File: config.mk
export PLATFORM = sky130hd
export DESIGN_NAME = pc_ras_unit
export DESIGN_NICKNAME = d
export VERILOG_FILES = /design/src/rtl/pc_ras_unit_pkg.sv /design/src/rtl/pc_ras_unit_ras_lifo.sv /design/src/rtl/pc_ras_unit.sv
export SDC_FILE = /design/constraint.sdc
export NUM_CORES = 1
export LEC_CHECK = 0
export ABC_AREA = 1
export CELL_PAD_IN_SITES_DETAIL_PLACEMENT = 0
export CELL_PAD_IN_SITES_GLOBAL_PLACEMENT = 1
export CORE_MARGIN = 2
export CORE_UTILIZATION = 25
export CTS_CLUSTER_SIZE = 8
export DETAILED_ROUTE_END_ITERATION = 7
export GPL_TIMING_DRIVEN = 0
export PLACE_DENSITY = 0.54
export SLEW_MARGIN = 5
export SYNTH_ARGS = -nofsm -noshare
export SYNTH_HDL_FRONTEND = slang
export SYNTH_SLANG_ARGS = --single-unit
File: constraint.sdc
create_clock -name clk -period 5.6 [get_ports clk]
set_input_delay 1.12 -clock clk [delete_from_list [all_inputs] [get_ports clk]]
set_output_delay 1.12 -clock clk [all_outputs]
set_load 0.03 [all_outputs]
File: src/rtl/pc_ras_unit_pkg.sv
`default_nettype none
// ============================================================================
// Module      : pc_pkg
// Description : Shared types and constants for the fetch-stage PC unit.
// Revision    : 1.0 - initial release
// ============================================================================
package pc_pkg;

    // Program-counter operation selected by decode / branch resolution
    typedef enum logic [2:0] {
        PC_HOLD   = 3'd0,
        PC_INC    = 3'd1,
        PC_BRANCH = 3'd2,
        PC_JUMP   = 3'd3,
        PC_JREG   = 3'd4,
        PC_CALL   = 3'd5,
        PC_CALLR  = 3'd6,
        PC_RET    = 3'd7
    } pc_op_e;

    // Bytes per instruction; sequential fetch and link addresses step by this
    localparam int INSTR_BYTES = 4;

endpackage : pc_pkg
`default_nettype wire

File: src/rtl/pc_ras_unit_ras_lifo.sv
`default_nettype none
// ============================================================================
// Module      : ras_lifo
// Description : Circular return-address stack. A push onto a full stack
//               overwrites the oldest entry and sets a sticky overflow flag;
//               a pop from an empty stack is ignored.
// Revision    : 1.0 - initial release
// ============================================================================
module ras_lifo #(
    parameter int DEPTH = 4,
    parameter int WIDTH = 32
) (
    input  logic                       clk,
    input  logic                       rst,
    input  logic                       push,
    input  logic                       pop,
    input  logic [WIDTH-1:0]           push_data,
    output logic [WIDTH-1:0]           top_data,
    output logic [$clog2(DEPTH):0]     count,
    output logic                       overflow
);

    localparam int                     c_ptr_w = $clog2(DEPTH);
    localparam int                     c_cnt_w = $clog2(DEPTH) + 1;
    localparam logic [c_cnt_w-1:0]     c_full  = c_cnt_w'(DEPTH);

    logic [WIDTH-1:0]   r_mem [DEPTH];
    logic [c_ptr_w-1:0] r_top;
    logic [c_cnt_w-1:0] r_count;
    logic               r_overflow;

    logic [c_ptr_w-1:0] w_push_ptr;
    logic               w_full;
    logic               w_empty;

    // DEPTH is a power of two, so pointer arithmetic wraps naturally.
    // When full, the slot after the top is the oldest entry, which a push
    // then overwrites.
    assign w_push_ptr = r_top + c_ptr_w'(1);
    assign w_full     = (r_count == c_full);
    assign w_empty    = (r_count == '0);

    // Entry storage: written on push only, never cleared (unreachable while empty)
    always_ff @(posedge clk) begin
        if (push) begin
            r_mem[w_push_ptr] <= push_data;
        end
    end

    // Top pointer, occupancy count and sticky overflow flag
    always_ff @(posedge clk) begin
        if (rst) begin
            r_top      <= '0;
            r_count    <= '0;
            r_overflow <= 1'b0;
        end else if (push) begin
            r_top <= w_push_ptr;
            if (w_full) begin
                r_overflow <= 1'b1;
            end else begin
                r_count <= r_count + c_cnt_w'(1);
            end
        end else if (pop && !w_empty) begin
            r_top   <= r_top - c_ptr_w'(1);
            r_count <= r_count - c_cnt_w'(1);
        end
    end

    assign top_data = r_mem[r_top];
    assign count    = r_count;
    assign overflow = r_overflow;

endmodule : ras_lifo
`default_nettype wire

File: src/rtl/pc_ras_unit.sv
`default_nettype none
// ============================================================================
// Module      : pc_ras_unit
// Description : Fetch-stage program counter with next-PC selection, a
//               circular return-address stack for call/return, stall
//               support, and misalignment / overflow reporting.
// Revision    : 1.0 - initial release
// ============================================================================
module pc_ras_unit
    import pc_pkg::*;
#(
    parameter int          XLEN      = 32,
    parameter int          IMM_W     = 16,
    parameter int          JMP_W     = 26,
    parameter int          RAS_DEPTH = 4,
    parameter logic [XLEN-1:0] RESET_PC = '0
) (
    input  logic                         clk,
    input  logic                         reset,
    input  logic                         enable,
    input  pc_op_e                       pc_op,
    input  logic [XLEN-1:0]              rs1_val,
    input  logic [IMM_W-1:0]             immediate,
    input  logic [JMP_W-1:0]             target,
    output logic [XLEN-1:0]              pc_val,
    output logic [XLEN-1:0]              link_addr,
    output logic [$clog2(RAS_DEPTH):0]   ras_count,
    output logic                         ras_overflow,
    output logic                         misaligned
);

    localparam int c_cnt_w = $clog2(RAS_DEPTH) + 1;

    logic [XLEN-1:0]    r_pc;
    logic               r_misaligned;

    logic [XLEN-1:0]    w_pc_plus4;
    logic [XLEN-1:0]    w_branch_off;
    logic [XLEN-1:0]    w_branch_pc;
    logic [XLEN-1:0]    w_jump_pc;
    logic [XLEN-1:0]    w_reg_pc;
    logic [XLEN-1:0]    w_next_pc;
    logic [XLEN-1:0]    w_ras_top;
    logic [c_cnt_w-1:0] w_ras_count;
    logic               w_ras_empty;
    logic               w_push;
    logic               w_pop;
    logic               w_uses_rs1;

    // Candidate targets; arithmetic wraps modulo 2^XLEN
    assign w_pc_plus4   = r_pc + XLEN'(INSTR_BYTES);
    assign w_branch_off = {{(XLEN-IMM_W){immediate[IMM_W-1]}}, immediate} << 2;
    assign w_branch_pc  = w_pc_plus4 + w_branch_off;
    assign w_jump_pc    = {w_pc_plus4[XLEN-1:JMP_W+2], target, 2'b00};
    assign w_reg_pc     = {rs1_val[XLEN-1:2], 2'b00};
    assign w_ras_empty  = (w_ras_count == '0);

    // Stack actions follow the op only when the cycle is not stalled
    assign w_push = enable && ((pc_op == PC_CALL) || (pc_op == PC_CALLR));
    assign w_pop  = enable && (pc_op == PC_RET) && !w_ras_empty;

    // Ops whose target comes from rs1 (including RET falling back on an empty stack)
    assign w_uses_rs1 = (pc_op == PC_JREG) || (pc_op == PC_CALLR) ||
                        ((pc_op == PC_RET) && w_ras_empty);

    // Next-PC selection
    always_comb begin
        w_next_pc = r_pc;
        case (pc_op)
            PC_HOLD:   w_next_pc = r_pc;
            PC_INC:    w_next_pc = w_pc_plus4;
            PC_BRANCH: w_next_pc = w_branch_pc;
            PC_JUMP:   w_next_pc = w_jump_pc;
            PC_JREG:   w_next_pc = w_reg_pc;
            PC_CALL:   w_next_pc = w_jump_pc;
            PC_CALLR:  w_next_pc = w_reg_pc;
            PC_RET:    w_next_pc = w_ras_empty ? w_reg_pc : w_ras_top;
            default:   w_next_pc = r_pc;
        endcase
    end

    // PC register and one-cycle misalignment pulse
    always_ff @(posedge clk) begin
        if (reset) begin
            r_pc         <= RESET_PC;
            r_misaligned <= 1'b0;
        end else if (enable) begin
            r_pc         <= w_next_pc;
            r_misaligned <= w_uses_rs1 && (rs1_val[1:0] != 2'b00);
        end else begin
            r_misaligned <= 1'b0;
        end
    end

    ras_lifo #(
        .DEPTH (RAS_DEPTH),
        .WIDTH (XLEN)
    ) u_ras (
        .clk       (clk),
        .rst       (reset),
        .push      (w_push),
        .pop       (w_pop),
        .push_data (w_pc_plus4),
        .top_data  (w_ras_top),
        .count     (w_ras_count),
        .overflow  (ras_overflow)
    );

    assign pc_val     = r_pc;
    assign link_addr  = w_pc_plus4;
    assign ras_count  = w_ras_count;
    assign misaligned = r_misaligned;

endmodule : pc_ras_unit
`default_nettype wire

==> impl_results.html, run 1 <==
<table>
<tr><th>Metric</th><th>Value</th></tr>
<tr><th colspan="2">Status</th></tr>
<tr><td>Outcome</td><td>finished clean</td></tr>
<tr><th colspan="2">Global routing</th></tr>
<tr><td>Residual overflow from global routing</td><td>0</td></tr>
<tr><td>First-pass GRT wire length</td><td>61.7 mm</td></tr>
<tr><td>Largest net degree at the start of global routing</td><td>23</td></tr>
<tr><td>GRT Resource Usage Total</td><td>0.201</td></tr>
<tr><td>Initial antenna violation count</td><td>0</td></tr>
<tr><td>Vias in the first global route</td><td>9473</td></tr>
<tr><th colspan="2">STA</th></tr>
<tr><td>Setup Skew</td><td>0.0107 ns</td></tr>
<tr><td>Period Utilization, post-route</td><td>0.809</td></tr>
<tr><td>Post-Route Setup TNS</td><td>0 ns</td></tr>
<tr><td>Max transition margin</td><td>0.257</td></tr>
<tr><td>Number of hold violations in the final report</td><td>0</td></tr>
<tr><td>Fin crit period</td><td>4.53 ns</td></tr>
<tr><td>Max-slew violation total from the final report</td><td>0</td></tr>
<tr><td>Worst Setup Slack, final</td><td>1.07 ns</td></tr>
<tr><td>RSZ-0062 raised after global routing</td><td>no</td></tr>
<tr><td>Max Clock Freq</td><td>221 MHz</td></tr>
<tr><td>Pin slew with the least headroom to its limit</td><td>1.11 ns</td></tr>
<tr><td>Endpoints failing setup</td><td>0</td></tr>
<tr><th colspan="2">Floorplanning</th></tr>
<tr><td>Io pins</td><td>149</td></tr>
<tr><td>Y dimension of the die</td><td>207 µm</td></tr>
<tr><td>Count of standard-cell rows</td><td>74</td></tr>
<tr><td>Full die area</td><td>42700 µm²</td></tr>
<tr><td>Die X-Extent</td><td>207 µm</td></tr>
<tr><td>Placeable core area</td><td>40600 µm²</td></tr>
<tr><td>Initial cell density of the core</td><td>0.252</td></tr>
<tr><th colspan="2">Clocking</th></tr>
<tr><td>Setup repair bufs after CTS</td><td>0</td></tr>
<tr><td>Number of H-tree levels</td><td>4</td></tr>
<tr><td>Clk Latency, worst-skew pair</td><td>0.43 ns</td></tr>
<tr><td>Clk sink count</td><td>169</td></tr>
<tr><td>Root buffer cell</td><td>sky130_fd_sc_hd__clkbuf_16</td></tr>
<tr><td>Clock tree from TritonCTS</td><td>built</td></tr>
<tr><td>Cts bufs inserted</td><td>17</td></tr>
<tr><td>Maximum root-to-sink buffer count</td><td>2</td></tr>
<tr><td>Clock transition at path regs</td><td>0.07 ns</td></tr>
<tr><td>Post-CTS Hold Fix Bufs</td><td>0</td></tr>
<tr><td>Total of cells resized after clock tree synthesis</td><td>0</td></tr>
<tr><th colspan="2">Pwr</th></tr>
<tr><td>Reported leakage power</td><td>5.16 nW</td></tr>
<tr><td>IR drop worst, VDD</td><td>0.212 mV</td></tr>
<tr><td>P per Cell Area</td><td>260 nW/µm²</td></tr>
<tr><th colspan="2">Yosys</th></tr>
<tr><td>Fraction of synthesis flops using an asynchronous set or reset pin</td><td>0</td></tr>
<tr><td>Number of standard cells after synthesis</td><td>1287</td></tr>
<tr><td>Fraction of post-synthesis cell area in the top cell type by area</td><td>0.375</td></tr>
<tr><td>Post-Synth Simple-Gate Area</td><td>0.259</td></tr>
<tr><td>Top cell types by occurrence after synthesis</td><td>sky130_fd_sc_hd__nand2_1 (332), sky130_fd_sc_hd__nor2_1 (136), sky130_fd_sc_hd__edfxtp_1 (128), sky130_fd_sc_hd__inv_1 (127), sky130_fd_sc_hd__a21oi_1 (92)</td></tr>
<tr><td>Synth Flop Type</td><td>sky130_fd_sc_hd__edfxtp_1</td></tr>
<tr><td>Number of enable-type register cells in the synthesized netlist</td><td>128</td></tr>
<tr><td>Sequential element share of the synthesized area</td><td>0.455</td></tr>
<tr><td>Count of cell types in the netlist</td><td>47</td></tr>
<tr><td>Yosys Warn Count</td><td>0</td></tr>
<tr><td>Top post-synthesis cells by area</td><td>sky130_fd_sc_hd__edfxtp_1 (37%), sky130_fd_sc_hd__nand2_1 (12%), sky130_fd_sc_hd__dfxtp_1 (8.0%)</td></tr>
<tr><td>Xor/xnor cell area share of the yosys netlist</td><td>0.0220</td></tr>
<tr><td>Synthesized cell area</td><td>10300 µm²</td></tr>
<tr><td>Dominant cell type by area after synthesis</td><td>sky130_fd_sc_hd__edfxtp_1</td></tr>
<tr><td>Main combinational cell family by area after synthesis</td><td>simple AND/OR/NAND/NOR gates</td></tr>
<tr><td>Synthesized area per cell</td><td>7.97 µm²</td></tr>
<tr><td>Net count of the mapped netlist</td><td>1410</td></tr>
<tr><td>Number of storage elements in the synthesis netlist</td><td>169</td></tr>
<tr><td>Adder and majority gate portion of the synthesized area</td><td>0.0539</td></tr>
<tr><td>Area fraction in compound gates after synthesis</td><td>0.140</td></tr>
<tr><td>Library cell with the highest instance count after synthesis</td><td>sky130_fd_sc_hd__nand2_1</td></tr>
<tr><td>Proportion of synthesized area in mux cells</td><td>0</td></tr>
<tr><th colspan="2">Critical path</th></tr>
<tr><td>R2R cell count</td><td>20</td></tr>
<tr><td>Total buffers and inverters traversed by the critical path</td><td>1</td></tr>
<tr><td>Biggest fanout along the worst timing path</td><td>7</td></tr>
<tr><td>Critical path launch point type</td><td>register</td></tr>
<tr><td>Reg2Reg Capture Point</td><td>pc_val[23]</td></tr>
<tr><td>WS Path Type</td><td>reg2out</td></tr>
<tr><td>Cell mode on critical path</td><td>sky130_fd_sc_hd__nand2_1</td></tr>
<tr><td>CP required</td><td>4.48 ns</td></tr>
<tr><td>Arr. time, crit path</td><td>3.41 ns</td></tr>
<tr><td>Crit-path leading delay family</td><td>buffers and inverters</td></tr>
<tr><td>Worst flop-to-flop path startpoint</td><td>pc_val[3]</td></tr>
<tr><td>Cell with the largest stage delay on the worst path</td><td>sky130_fd_sc_hd__clkdlybuf4s50_1</td></tr>
<tr><td>FF-to-FF setup slack</td><td>1.51 ns</td></tr>
<tr><td>Nature of the critical path endpoint</td><td>output port</td></tr>
<tr><td>Cell-by-cell trace of the critical path</td><td>ha_1 &gt; nand2_1 &gt; nor2_4 &gt; nand2_2 &gt; nor2_2 &gt; nand2_1 &gt; xnor2_1 &gt; clkdlybuf4s50_1</td></tr>
<tr><td>Delay of the slowest cell on the worst path</td><td>0.84 ns</td></tr>
<tr><th colspan="2">Cells and area</th></tr>
<tr><td>Count of placed standard cells in the final layout, fillers left out</td><td>2003</td></tr>
<tr><td>Post-layout net count</td><td>1581</td></tr>
<tr><td>Util after Layout</td><td>0.322</td></tr>
<tr><td>Antenna diodes</td><td>0</td></tr>
<tr><td>Synthesis-to-finish area growth</td><td>27.8%</td></tr>
<tr><td>Fraction of layout cells with a size suffix above 1</td><td>0.0687</td></tr>
<tr><td>Post-route design area</td><td>13100 µm²</td></tr>
<tr><th colspan="2">Place</th></tr>
<tr><td>Post-DP HPWL</td><td>33.6 mm</td></tr>
<tr><td>Placed inst area</td><td>12500 µm²</td></tr>
<tr><td>Worst setup slack after placement</td><td>1.35 ns</td></tr>
<tr><td>Cells after DPL</td><td>1971</td></tr>
<tr><td>Number of I/O port buffers</td><td>148</td></tr>
<tr><td>Placer Congestion</td><td>0.874</td></tr>
<tr><th colspan="2">Drt</th></tr>
<tr><td>Average wire per standard cell</td><td>21.2 µm</td></tr>
<tr><td>Antenna-violating nets left</td><td>0</td></tr>
<tr><td>First-pass DRT Iterations</td><td>5</td></tr>
<tr><td>First DRT Iteration DRCs</td><td>553</td></tr>
<tr><td>DR vias</td><td>9503</td></tr>
<tr><td>Detailed-route vias per instance</td><td>4.74</td></tr>
<tr><td>Total length of routed wires</td><td>42.5 mm</td></tr>
<tr><td>Residual DRC count</td><td>0</td></tr>
<tr><th colspan="2">Hold path</th></tr>
<tr><td>Hold worst-path end</td><td>u_ras.overflow</td></tr>
<tr><td>Startpoint of the worst hold path</td><td>u_ras.overflow</td></tr>
<tr><td>Hold Path Cell Cnt</td><td>1</td></tr>
<tr><td>Worst hold-check path type</td><td>reg2reg</td></tr>
<tr><th colspan="2">Flow run</th></tr>
<tr><td>Max cap viols</td><td>0</td></tr>
</table>
## metrics by stage
step,power (mW),hold slack [ns]
floorplan,1.88,0.491
global placement,2.23,0.455
detailed placement,2.23,0.461
CTS,3.42,0.476
global route,3.54,0.483
finish,3.41,0.468
## where the power goes
group,leakage [nW],switching [mW],internal [mW],total (mW)
clock,0.273,0.506,0.700,1.21
sequential,1.47,0.0411,1.39,1.43
combinational,3.41,0.504,0.265,0.769
## area by class of cell
class / count / area, µm²
Buffer: 45 / 195
Clock buffer: 20 / 437
Clock inverter: 12 / 150
Fill cell: 4398 / 27500
Inverter: 138 / 518
Multi-Input combinational cell: 935 / 4910
Sequential cell: 169 / 4660
Tap cell: 532 / 666
Timing Repair Buffer: 152 / 1570
## per-layer routing
metal / part of all wire / vias to the layer above / GRT usage
met5: 0 / - / 0
met4: 0.014 / 0 / 0.0459
met2: 0.49 / 203 / 0.352
met1: 0.46 / 4577 / 0.267
li1: - / 4689 / -
met3: 0.032 / 34 / 0.0207
## cells by family after synthesis
| group | after synthesis |
|---|---|
| AOI/OAI and AO/OA | 255 |
| DFF | 169 |
| xor gates and xnor gates | 24 |
| and+or+nand+nor | 613 |
| buffers and inverters | 183 |
| adders and majority gates | 43 |
## cells in the final DEF, fill, tap and decap left out, types with 10 or more instances in the layout
cell                              count
sky130_fd_sc_hd__nand3_1             62
sky130_fd_sc_hd__o21ai_0             86
sky130_fd_sc_hd__edfxtp_1           128
sky130_fd_sc_hd__ha_1                41
sky130_fd_sc_hd__nand2_1            332
sky130_fd_sc_hd__nand4_1             19
sky130_fd_sc_hd__clkbuf_16           17
sky130_fd_sc_hd__inv_1              127
sky130_fd_sc_hd__nor2_1             132
sky130_fd_sc_hd__a22oi_1             10
sky130_fd_sc_hd__clkbuf_1            28
sky130_fd_sc_hd__clkdlybuf4s50_1    148
sky130_fd_sc_hd__o22ai_1             29
sky130_fd_sc_hd__xor2_1              15
sky130_fd_sc_hd__buf_2               15
sky130_fd_sc_hd__dfxtp_1             41
sky130_fd_sc_hd__a21oi_1             92
## worst max path at each step
| stage | from | to | slack (ns) | cells after the start |
|---|---|---|---|---|
| global placement | pc_op[2] | u_ras.r_mem[3][25] | 0.13 | 8 |
| detailed placement | immediate[15] | pc_val[22] | 1.35 | 13 |
| CTS | pc_val[3] | link_addr[14] | 1.06 | 8 |
| global route | pc_val[3] | link_addr[14] | 0.89 | 8 |
| floorplan | pc_val[3] | pc_val[29] | 2.13 | 18 |
| finish | pc_val[3] | link_addr[14] | 1.07 | 8 |
## state kept, by name (all words and copies together) (netlist names), named ones only
| name | count |
|---|---|
| u_ras.overflow | 1 |
| pc_val | 32 |
| u_ras.count | 3 |
| u_ras.r_mem | 128 |
| misaligned | 1 |
| u_ras.r_top | 2 |
(Power assumes the default switching activity.)
==> run 2: changes to the inputs <==
--- a/config.mk
+++ b/config.mk
@@ -13,7 +13,7 @@
 export CTS_CLUSTER_SIZE = 8
 export DETAILED_ROUTE_END_ITERATION = 7
 export GPL_TIMING_DRIVEN = 0
-export PLACE_DENSITY = 0.54
+export PLACE_DENSITY = 0.56
 export SLEW_MARGIN = 5
 export SYNTH_ARGS = -nofsm -noshare
 export SYNTH_HDL_FRONTEND = slang
==> constraint.sdc (replaced) <==
create_clock -name clk -period 3.84 [get_ports clk]
set_input_delay 0.768 -clock clk [delete_from_list [all_inputs] [get_ports clk]]
set_output_delay 0.768 -clock clk [all_outputs]
set_load 0.03 [all_outputs]
==> impl_results.html, run 2 (same netlist as run 1, synthesis figures left out) <==
<table>
<tr><th>Metric</th><th>Value</th></tr>
<tr><th colspan="2">Cells and area</th></tr>
<tr><td>Synthesis-to-finish area growth</td><td>29.6%</td></tr>
<tr><td>Post-layout net count</td><td>1584</td></tr>
<tr><td>Antenna diodes</td><td>0</td></tr>
<tr><td>Largest register FFs</td><td>128</td></tr>
<tr><td>Final-layout fill cell count</td><td>4259</td></tr>
<tr><td>Top reg by flops</td><td>u_ras.r_mem</td></tr>
<tr><td>Fraction of layout cells with a size suffix above 1</td><td>0.0875</td></tr>
<tr><td>Storage cell area</td><td>4670 µm²</td></tr>
<tr><td>Commonest cells after routing, fill and taps aside</td><td>sky130_fd_sc_hd__nand2_1 (331), sky130_fd_sc_hd__clkdlybuf4s50_1 (142), sky130_fd_sc_hd__nor2_1 (128), sky130_fd_sc_hd__edfxtp_1 (128), sky130_fd_sc_hd__inv_1 (125)</td></tr>
<tr><td>Count of placed standard cells in the final layout, fillers left out</td><td>2006</td></tr>
<tr><td>Leading cell type in the layout, fill and taps excluded</td><td>sky130_fd_sc_hd__nand2_1</td></tr>
<tr><td>Multi-input logic area</td><td>5050 µm²</td></tr>
<tr><th colspan="2">Clocking</th></tr>
<tr><td>Cts bufs inserted</td><td>17</td></tr>
<tr><td>Number of H-tree levels</td><td>4</td></tr>
<tr><td>Post-CTS Hold Fix Bufs</td><td>0</td></tr>
<tr><td>Maximum root-to-sink buffer count</td><td>2</td></tr>
<tr><td>Clock transition at path regs</td><td>0.07 ns</td></tr>
<tr><td>Root buffer cell</td><td>sky130_fd_sc_hd__clkbuf_16</td></tr>
<tr><td>Clk sink count</td><td>169</td></tr>
<tr><td>Clock tree from TritonCTS</td><td>built</td></tr>
<tr><td>Clk Latency, worst-skew pair</td><td>0.44 ns</td></tr>
<tr><th colspan="2">Hold path</th></tr>
<tr><td>Worst hold-check path type</td><td>reg2reg</td></tr>
<tr><td>Startpoint of the worst hold path</td><td>u_ras.overflow</td></tr>
<tr><td>Hold worst-path end</td><td>u_ras.overflow</td></tr>
<tr><td>Hold Path Cell Cnt</td><td>1</td></tr>
<tr><th colspan="2">Pwr</th></tr>
<tr><td>Overall Power</td><td>4.94 mW</td></tr>
<tr><td>IR drop worst, VDD</td><td>0.308 mV</td></tr>
<tr><td>P per Cell Area</td><td>372 nW/µm²</td></tr>
<tr><td>Clock power frac</td><td>0.348</td></tr>
<tr><td>Sequential group share of total power</td><td>0.423</td></tr>
<tr><td>Internal portion of total power</td><td>3.38 mW</td></tr>
<tr><td>Switching Share</td><td>0.315</td></tr>
<tr><td>NetSw</td><td>1.56 mW</td></tr>
<tr><td>Combinational Power Share</td><td>0.229</td></tr>
<tr><td>Reported leakage power</td><td>5.32 nW</td></tr>
<tr><th colspan="2">Status</th></tr>
<tr><td>Outcome</td><td>finished clean</td></tr>
<tr><th colspan="2">Floorplanning</th></tr>
<tr><td>Placeable core area</td><td>40600 µm²</td></tr>
<tr><td>Io pins</td><td>149</td></tr>
<tr><td>Die X-Extent</td><td>207 µm</td></tr>
<tr><td>Initial cell density of the core</td><td>0.252</td></tr>
<tr><td>Count of standard-cell rows</td><td>74</td></tr>
<tr><td>Y dimension of the die</td><td>207 µm</td></tr>
<tr><td>Full die area</td><td>42700 µm²</td></tr>
<tr><th colspan="2">Critical path</th></tr>
<tr><td>Delay of the slowest cell on the worst path</td><td>0.75 ns</td></tr>
<tr><td>R2R cell count</td><td>21</td></tr>
<tr><td>Crit-path leading delay family</td><td>buffers and inverters</td></tr>
<tr><td>Biggest fanout along the worst timing path</td><td>6</td></tr>
<tr><td>Reg2Reg Capture Point</td><td>pc_val[23]</td></tr>
<tr><td>Total buffers and inverters traversed by the critical path</td><td>2</td></tr>
<tr><td>FF-to-FF setup slack</td><td>0.26 ns</td></tr>
<tr><td>CP required</td><td>3.07 ns</td></tr>
<tr><td>Cell with the largest stage delay on the worst path</td><td>sky130_fd_sc_hd__clkdlybuf4s50_1</td></tr>
<tr><td>Cell-by-cell trace of the critical path</td><td>nand2_1 &gt; nor2_2 &gt; nand3_2 &gt; nor2_1 &gt; nand4_1 &gt; xor2_1 &gt; inv_1 &gt; clkdlybuf4s50_1</td></tr>
<tr><td>Critical path launch point type</td><td>register</td></tr>
<tr><td>WS Path Type</td><td>reg2out</td></tr>
<tr><td>Worst flop-to-flop path startpoint</td><td>pc_val[3]</td></tr>
<tr><td>Arr. time, crit path</td><td>3.00 ns</td></tr>
<tr><td>Nature of the critical path endpoint</td><td>output port</td></tr>
<tr><th colspan="2">Global routing</th></tr>
<tr><td>Largest net degree at the start of global routing</td><td>26</td></tr>
<tr><td>GRT Resource Usage Total</td><td>0.198</td></tr>
<tr><td>Residual overflow from global routing</td><td>0</td></tr>
<tr><td>First-pass GRT wire length</td><td>60.4 mm</td></tr>
<tr><td>Initial antenna violation count</td><td>0</td></tr>
<tr><td>Vias in the first global route</td><td>9269</td></tr>
<tr><th colspan="2">STA</th></tr>
<tr><td>RSZ-0062 raised after global routing</td><td>yes</td></tr>
<tr><td>Endpoints failing setup</td><td>0</td></tr>
<tr><td>Setup Skew</td><td>0.00903 ns</td></tr>
<tr><td>Max-slew violation total from the final report</td><td>0</td></tr>
<tr><td>Pin slew with the least headroom to its limit</td><td>1.02 ns</td></tr>
<tr><td>Number of hold violations in the final report</td><td>0</td></tr>
<tr><td>Max transition margin</td><td>0.322</td></tr>
<tr><td>Post-Route Setup TNS</td><td>0 ns</td></tr>
<tr><td>Period Utilization, post-route</td><td>0.980</td></tr>
<tr><td>Max Clock Freq</td><td>266 MHz</td></tr>
<tr><td>Fin crit period</td><td>3.76 ns</td></tr>
<tr><th colspan="2">Flow run</th></tr>
<tr><td>Max cap viols</td><td>0</td></tr>
<tr><th colspan="2">Drt</th></tr>
<tr><td>Total length of routed wires</td><td>41.9 mm</td></tr>
<tr><td>Average wire per standard cell</td><td>20.9 µm</td></tr>
<tr><td>DR vias</td><td>9440</td></tr>
<tr><td>Residual DRC count</td><td>0</td></tr>
<tr><td>First-pass DRT Iterations</td><td>5</td></tr>
<tr><td>Antenna-violating nets left</td><td>0</td></tr>
<tr><td>Detailed-route vias per instance</td><td>4.71</td></tr>
<tr><td>First DRT Iteration DRCs</td><td>598</td></tr>
<tr><th colspan="2">Place</th></tr>
<tr><td>Placer Congestion</td><td>0.850</td></tr>
<tr><td>Post-DP HPWL</td><td>33.1 mm</td></tr>
<tr><td>Number of I/O port buffers</td><td>148</td></tr>
<tr><td>Cells after DPL</td><td>1971</td></tr>
</table>
-- run 2: area by class of cell --
cell class,count,area share
Timing Repair Buffer,155,0.122
Buffer,45,0.0147
Tap cell,532,0.0501
Clock buffer,17,0.0320
Multi-Input combinational cell,935,0.380
Clock inverter,15,0.0112
Sequential cell,169,0.351
Inverter,138,0.0390
-- run 2: metrics by stage --
| stage | utilization | cell area, µm² | setup slack (ns) | hold WS, ns |
|---|---|---|---|---|
| final | 0.327 | 13300 | 0.0761 | 0.477 |
| after global routing | 0.327 | 13300 | -0.0480 | 0.498 |
| after CTS | 0.324 | 13200 | 0.0338 | 0.479 |
| after detailed placement | 0.308 | 12500 | -0.317 | 0.462 |
| after global placement | 0.305 | 12400 | -1.27 | 0.452 |
| after floorplan | - | 10300 | 0.370 | 0.491 |
-- run 2: worst max path at each step --
stage,from,to,cells after the start
5_1_grt,pc_val[7],pc_val[22],18
4_1_cts,pc_val[2],link_addr[19],8
6_report,pc_val[14],link_addr[26],8
3_3_place_gp,pc_op[2],u_ras.r_mem[3][27],8
2_1_floorplan,pc_val[3],pc_val[29],18
3_5_place_dp,pc_val[2],pc_val[15],16
-- run 2: layer usage --
layer / wire length, µm / vias up / track usage
met5: 0 / - / 0
met3: 1290 / 27 / 0.0196
li1: - / 4708 / -
met1: 19400 / 4525 / 0.265
met2: 20500 / 180 / 0.342
met4: 644 / 0 / 0.0459
-- run 2: repair_timing --
item                                    4_1_cts  5_1_grt
pin swaps                                     0        1
endpoints found under the setup margin       21       20
setup buffers                                 0        3
gates cloned                                  0        0
resized for setup                            11       23
-- run 2: power by group through the flow --
stage	sequential, mW	combinational, mW	clock, mW
2_1_floorplan	2.16	0.581	0
3_3_place_gp	2.13	1.11	0
3_5_place_dp	2.13	1.12	0
4_1_cts	2.09	1.13	1.74
5_1_grt	2.10	1.24	1.80
6_report	2.09	1.13	1.72
==> run 3: changes to the inputs <==
--- a/config.mk
+++ b/config.mk
@@ -5,7 +5,6 @@
 export SDC_FILE = /design/constraint.sdc
 export NUM_CORES = 1
 export LEC_CHECK = 0
-export ABC_AREA = 1
 export CELL_PAD_IN_SITES_DETAIL_PLACEMENT = 0
 export CELL_PAD_IN_SITES_GLOBAL_PLACEMENT = 1
 export CORE_MARGIN = 2
@@ -13,7 +12,7 @@
 export CTS_CLUSTER_SIZE = 8
 export DETAILED_ROUTE_END_ITERATION = 7
 export GPL_TIMING_DRIVEN = 0
-export PLACE_DENSITY = 0.56
+export PLACE_DENSITY = 0.51
 export SLEW_MARGIN = 5
 export SYNTH_ARGS = -nofsm -noshare
 export SYNTH_HDL_FRONTEND = slang
==> constraint.sdc (replaced) <==
create_clock -name clk -period 3.6 [get_ports clk]
set_input_delay 0.72 -clock clk [delete_from_list [all_inputs] [get_ports clk]]
set_output_delay 0.72 -clock clk [all_outputs]
set_load 0.03 [all_outputs]
==> impl_results.html, run 3 <==
<table>
<tr><th>Metric</th><th>Value</th></tr>
<tr><th colspan="2">Status</th></tr>
<tr><td>Outcome</td><td>complete, but fails checks</td></tr>
<tr><td>Violated checks</td><td>setup timing</td></tr>
<tr><th colspan="2">Drt</th></tr>
<tr><td>Antenna-violating nets left</td><td>0</td></tr>
<tr><td>Residual DRC count</td><td>0</td></tr>
<tr><td>First-pass DRT Iterations</td><td>4</td></tr>
<tr><td>Detailed-route vias per instance</td><td>5.07</td></tr>
<tr><td>Total length of routed wires</td><td>39.2 mm</td></tr>
<tr><td>Average wire per standard cell</td><td>24.5 µm</td></tr>
<tr><td>First DRT Iteration DRCs</td><td>520</td></tr>
<tr><td>DR vias</td><td>8122</td></tr>
<tr><th colspan="2">Clocking</th></tr>
<tr><td>Post-CTS Hold Fix Bufs</td><td>0</td></tr>
<tr><td>Cts bufs inserted</td><td>17</td></tr>
<tr><td>Clk sink count</td><td>169</td></tr>
<tr><td>Number of H-tree levels</td><td>4</td></tr>
<tr><td>Root buffer cell</td><td>sky130_fd_sc_hd__clkbuf_16</td></tr>
<tr><td>Clock tree from TritonCTS</td><td>built</td></tr>
<tr><td>Maximum root-to-sink buffer count</td><td>2</td></tr>
<tr><td>Clock transition at path regs</td><td>0.08 ns</td></tr>
<tr><td>Clk Latency, worst-skew pair</td><td>0.46 ns</td></tr>
<tr><th colspan="2">Critical path</th></tr>
<tr><td>Delay of the slowest cell on the worst path</td><td>0.45 ns</td></tr>
<tr><td>CP required</td><td>3.90 ns</td></tr>
<tr><td>Total buffers and inverters traversed by the critical path</td><td>1</td></tr>
<tr><td>Critical path launch point type</td><td>register</td></tr>
<tr><td>Cell with the largest stage delay on the worst path</td><td>sky130_fd_sc_hd__or3_4</td></tr>
<tr><td>Biggest fanout along the worst timing path</td><td>6</td></tr>
<tr><td>WS Path Type</td><td>reg2reg</td></tr>
<tr><td>Crit-path leading delay family</td><td>compound AO/OA/AOI/OAI gates</td></tr>
<tr><td>Cell mode on critical path</td><td>sky130_fd_sc_hd__ha_4</td></tr>
<tr><td>Arr. time, crit path</td><td>4.01 ns</td></tr>
<tr><td>Cell-by-cell trace of the critical path</td><td>ha_4 &gt; nand3_4 &gt; or3_4 &gt; nor4_4 &gt; nand2_2 &gt; xnor2_4 &gt; ha_4 &gt; a211o_1 &gt; buf_6 &gt; o31ai_4 &gt; o21ai_4 &gt; xor2_2 &gt; a221oi_2 &gt; nor3_1</td></tr>
<tr><td>Nature of the critical path endpoint</td><td>register</td></tr>
<tr><th colspan="2">Place</th></tr>
<tr><td>Number of I/O port buffers</td><td>147</td></tr>
<tr><td>Placer Congestion</td><td>0.847</td></tr>
<tr><td>Placed inst area</td><td>12100 µm²</td></tr>
<tr><td>Post-DP HPWL</td><td>28.0 mm</td></tr>
<tr><th colspan="2">Floorplanning</th></tr>
<tr><td>Placeable core area</td><td>37700 µm²</td></tr>
<tr><td>Io pins</td><td>149</td></tr>
<tr><td>Die X-Extent</td><td>200 µm</td></tr>
<tr><td>Y dimension of the die</td><td>200 µm</td></tr>
<tr><td>Initial cell density of the core</td><td>0.254</td></tr>
<tr><td>Full die area</td><td>39800 µm²</td></tr>
<tr><td>Count of standard-cell rows</td><td>71</td></tr>
<tr><th colspan="2">Cells and area</th></tr>
<tr><td>Post-layout net count</td><td>1201</td></tr>
<tr><td>Antenna diodes</td><td>0</td></tr>
<tr><td>Post-route design area</td><td>14000 µm²</td></tr>
<tr><td>Top reg by flops</td><td>u_ras.r_mem</td></tr>
<tr><td>Commonest cells after routing, fill and taps aside</td><td>sky130_fd_sc_hd__clkdlybuf4s50_1 (132), sky130_fd_sc_hd__edfxtp_1 (128), sky130_fd_sc_hd__buf_4 (70)</td></tr>
<tr><td>Synthesis-to-finish area growth</td><td>46.5%</td></tr>
<tr><td>Leading cell type in the layout, fill and taps excluded</td><td>sky130_fd_sc_hd__clkdlybuf4s50_1</td></tr>
<tr><td>Largest register FFs</td><td>128</td></tr>
<tr><td>Final-layout fill cell count</td><td>3748</td></tr>
<tr><td>Fraction of layout cells with a size suffix above 1</td><td>0.284</td></tr>
<tr><th colspan="2">Yosys</th></tr>
<tr><td>Fraction of synthesis flops using an asynchronous set or reset pin</td><td>0</td></tr>
<tr><td>Yosys Warn Count</td><td>0</td></tr>
<tr><td>Sequential element share of the synthesized area</td><td>0.488</td></tr>
<tr><td>Library cell with the highest instance count after synthesis</td><td>sky130_fd_sc_hd__edfxtp_1</td></tr>
<tr><td>Synthesized area per cell</td><td>11.4 µm²</td></tr>
<tr><td>Number of enable-type register cells in the synthesized netlist</td><td>128</td></tr>
<tr><td>Net count of the mapped netlist</td><td>958</td></tr>
<tr><td>Synthesized cell area</td><td>9560 µm²</td></tr>
<tr><td>Number of standard cells after synthesis</td><td>835</td></tr>
<tr><td>Synth Flop Type</td><td>sky130_fd_sc_hd__edfxtp_1</td></tr>
<tr><td>Dominant cell type by area after synthesis</td><td>sky130_fd_sc_hd__edfxtp_1</td></tr>
<tr><td>Top post-synthesis cells by area</td><td>sky130_fd_sc_hd__edfxtp_1 (40%), sky130_fd_sc_hd__dfxtp_1 (8.6%), sky130_fd_sc_hd__mux4_2 (7.5%)</td></tr>
<tr><td>Top cell types by occurrence after synthesis</td><td>sky130_fd_sc_hd__edfxtp_1 (128), sky130_fd_sc_hd__nor2_1 (73), sky130_fd_sc_hd__nand2_1 (59), sky130_fd_sc_hd__a21oi_1 (58)</td></tr>
<tr><td>Count of cell types in the netlist</td><td>71</td></tr>
<tr><td>Number of storage elements in the synthesis netlist</td><td>169</td></tr>
<tr><td>Fraction of post-synthesis cell area in the top cell type by area</td><td>0.402</td></tr>
<tr><th colspan="2">STA</th></tr>
<tr><td>Max-slew violation total from the final report</td><td>0</td></tr>
<tr><td>Number of hold violations in the final report</td><td>0</td></tr>
<tr><td>Fin crit period</td><td>3.70 ns</td></tr>
<tr><td>Max Clock Freq</td><td>270 MHz</td></tr>
<tr><td>Worst Setup Slack, final</td><td>-0.102 ns</td></tr>
<tr><td>Max transition margin</td><td>0.280</td></tr>
<tr><td>RSZ-0062 raised after global routing</td><td>yes</td></tr>
<tr><td>Setup Skew</td><td>0.0163 ns</td></tr>
<tr><td>Pin slew with the least headroom to its limit</td><td>1.08 ns</td></tr>
<tr><td>Endpoints failing setup</td><td>5</td></tr>
<tr><td>Period Utilization, post-route</td><td>1.03</td></tr>
<tr><td>Post-Route Setup TNS</td><td>-0.298 ns</td></tr>
<tr><th colspan="2">Pwr</th></tr>
<tr><td>P per Cell Area</td><td>404 nW/µm²</td></tr>
<tr><td>IR drop worst, VDD</td><td>0.338 mV</td></tr>
<tr><td>Reported leakage power</td><td>4.95 nW</td></tr>
<tr><th colspan="2">Global routing</th></tr>
<tr><td>First-pass GRT wire length</td><td>55.3 mm</td></tr>
<tr><td>Initial antenna violation count</td><td>1</td></tr>
<tr><td>Largest net degree at the start of global routing</td><td>21</td></tr>
<tr><td>GRT Resource Usage Total</td><td>0.198</td></tr>
<tr><td>Vias in the first global route</td><td>7993</td></tr>
<tr><td>Residual overflow from global routing</td><td>0</td></tr>
<tr><th colspan="2">Flow run</th></tr>
<tr><td>Max cap viols</td><td>0</td></tr>
<tr><th colspan="2">Hold path</th></tr>
<tr><td>Worst hold-check path type</td><td>reg2reg</td></tr>
</table>
==> run 3: cell count changes in the layout (fill, tap and decap cells not counted), moves of 47 or more <==
cell / change
sky130_fd_sc_hd__nor2_1: -63
sky130_fd_sc_hd__nand3_1: -47
sky130_fd_sc_hd__inv_1: -107
sky130_fd_sc_hd__buf_4: +66
sky130_fd_sc_hd__o21ai_0: -62
sky130_fd_sc_hd__nand2_1: -277
==> run 3: per-layer routing <==
| layer | global-route usage | vias to the layer above | part of all wire |
|---|---|---|---|
| met4 | 0.0486 | 0 | 0.021 |
| met3 | 0.0349 | 41 | 0.052 |
| met2 | 0.328 | 273 | 0.48 |
| met5 | 0 | - | 0 |
| met1 | 0.267 | 4074 | 0.45 |
| li1 | - | 3734 | - |
==> run 3: worst reg2reg max path, delay by kind of cell (launching register included) <==
family / cells / cell delay, ns
DFF: 1 / 0.38
and+or+nand+nor: 5 / 1.01
xor gates and xnor gates: 2 / 0.42
adders and majority gates: 2 / 0.41
buffers and inverters: 1 / 0.14
AOI/OAI and AO/OA: 4 / 1.20
==> run 3: path summary, 6_finish.rpt <==
check,startpoint,end,slack (ns),cells past startpoint
worst max-delay path,pc_val[3],pc_val[22],-0.10,14
worst min-delay path,u_ras.overflow,u_ras.overflow,0.47,2
worst max register to register,pc_val[3],pc_val[22],-0.10,14
worst min register to register,u_ras.overflow,u_ras.overflow,0.47,2
==> run 3: cell families after synthesis <==
group	count (synthesis)	synth area share
AND/OR/NAND/NOR	244	0.125
flip-flops	169	0.488
buffers and inverters	67	0.0293
AO/OA/AOI/OAI	221	0.170
XOR/XNOR	54	0.0495
multiplexers	37	0.0807
adder cells (fa/ha/maj)	43	0.0579
==> run 3: through the flow <==
step                      instances  power [mW]  hold WS (ns)  worst slack (ns)   util
after floorplan                 835        3.03         0.543            -0.126      -
after global placement         1493        3.56         0.457             -1.07  0.320
after detailed placement       1497        3.56         0.471             -1.01  0.322
after CTS                      1568        5.61         0.488            -0.173  0.356
after global routing           1602        5.88         0.518            -0.257  0.372
final                          1602        5.66         0.474            -0.102  0.372
==> run 3: power breakdown <==
part	switching, mW	total (mW)	internal, mW
clock	0.888	1.95	1.06
sequential	0.0726	2.24	2.17
combinational	0.838	1.47	0.633
==> run 3: area by class of cell <==
type | instances | area [µm²] | area share
clock buffer | 18 | 439 | 0.0314
buffer | 46 | 210 | 0.0150
timing repair buffer | 227 | 2170 | 0.155
inverter | 18 | 67.6 | 0.00483
tap | 511 | 639 | 0.0457
multi-input combinational | 599 | 5590 | 0.399
clock inverter | 14 | 165 | 0.0118
sequential | 169 | 4720 | 0.337
==> run 3: repair_timing <==
item	in CTS	in global routing
pin swaps	27	33
resized for setup	77	78
gates cloned	0	0
buffers inserted	41	35
endpoints found under the setup margin	38	27
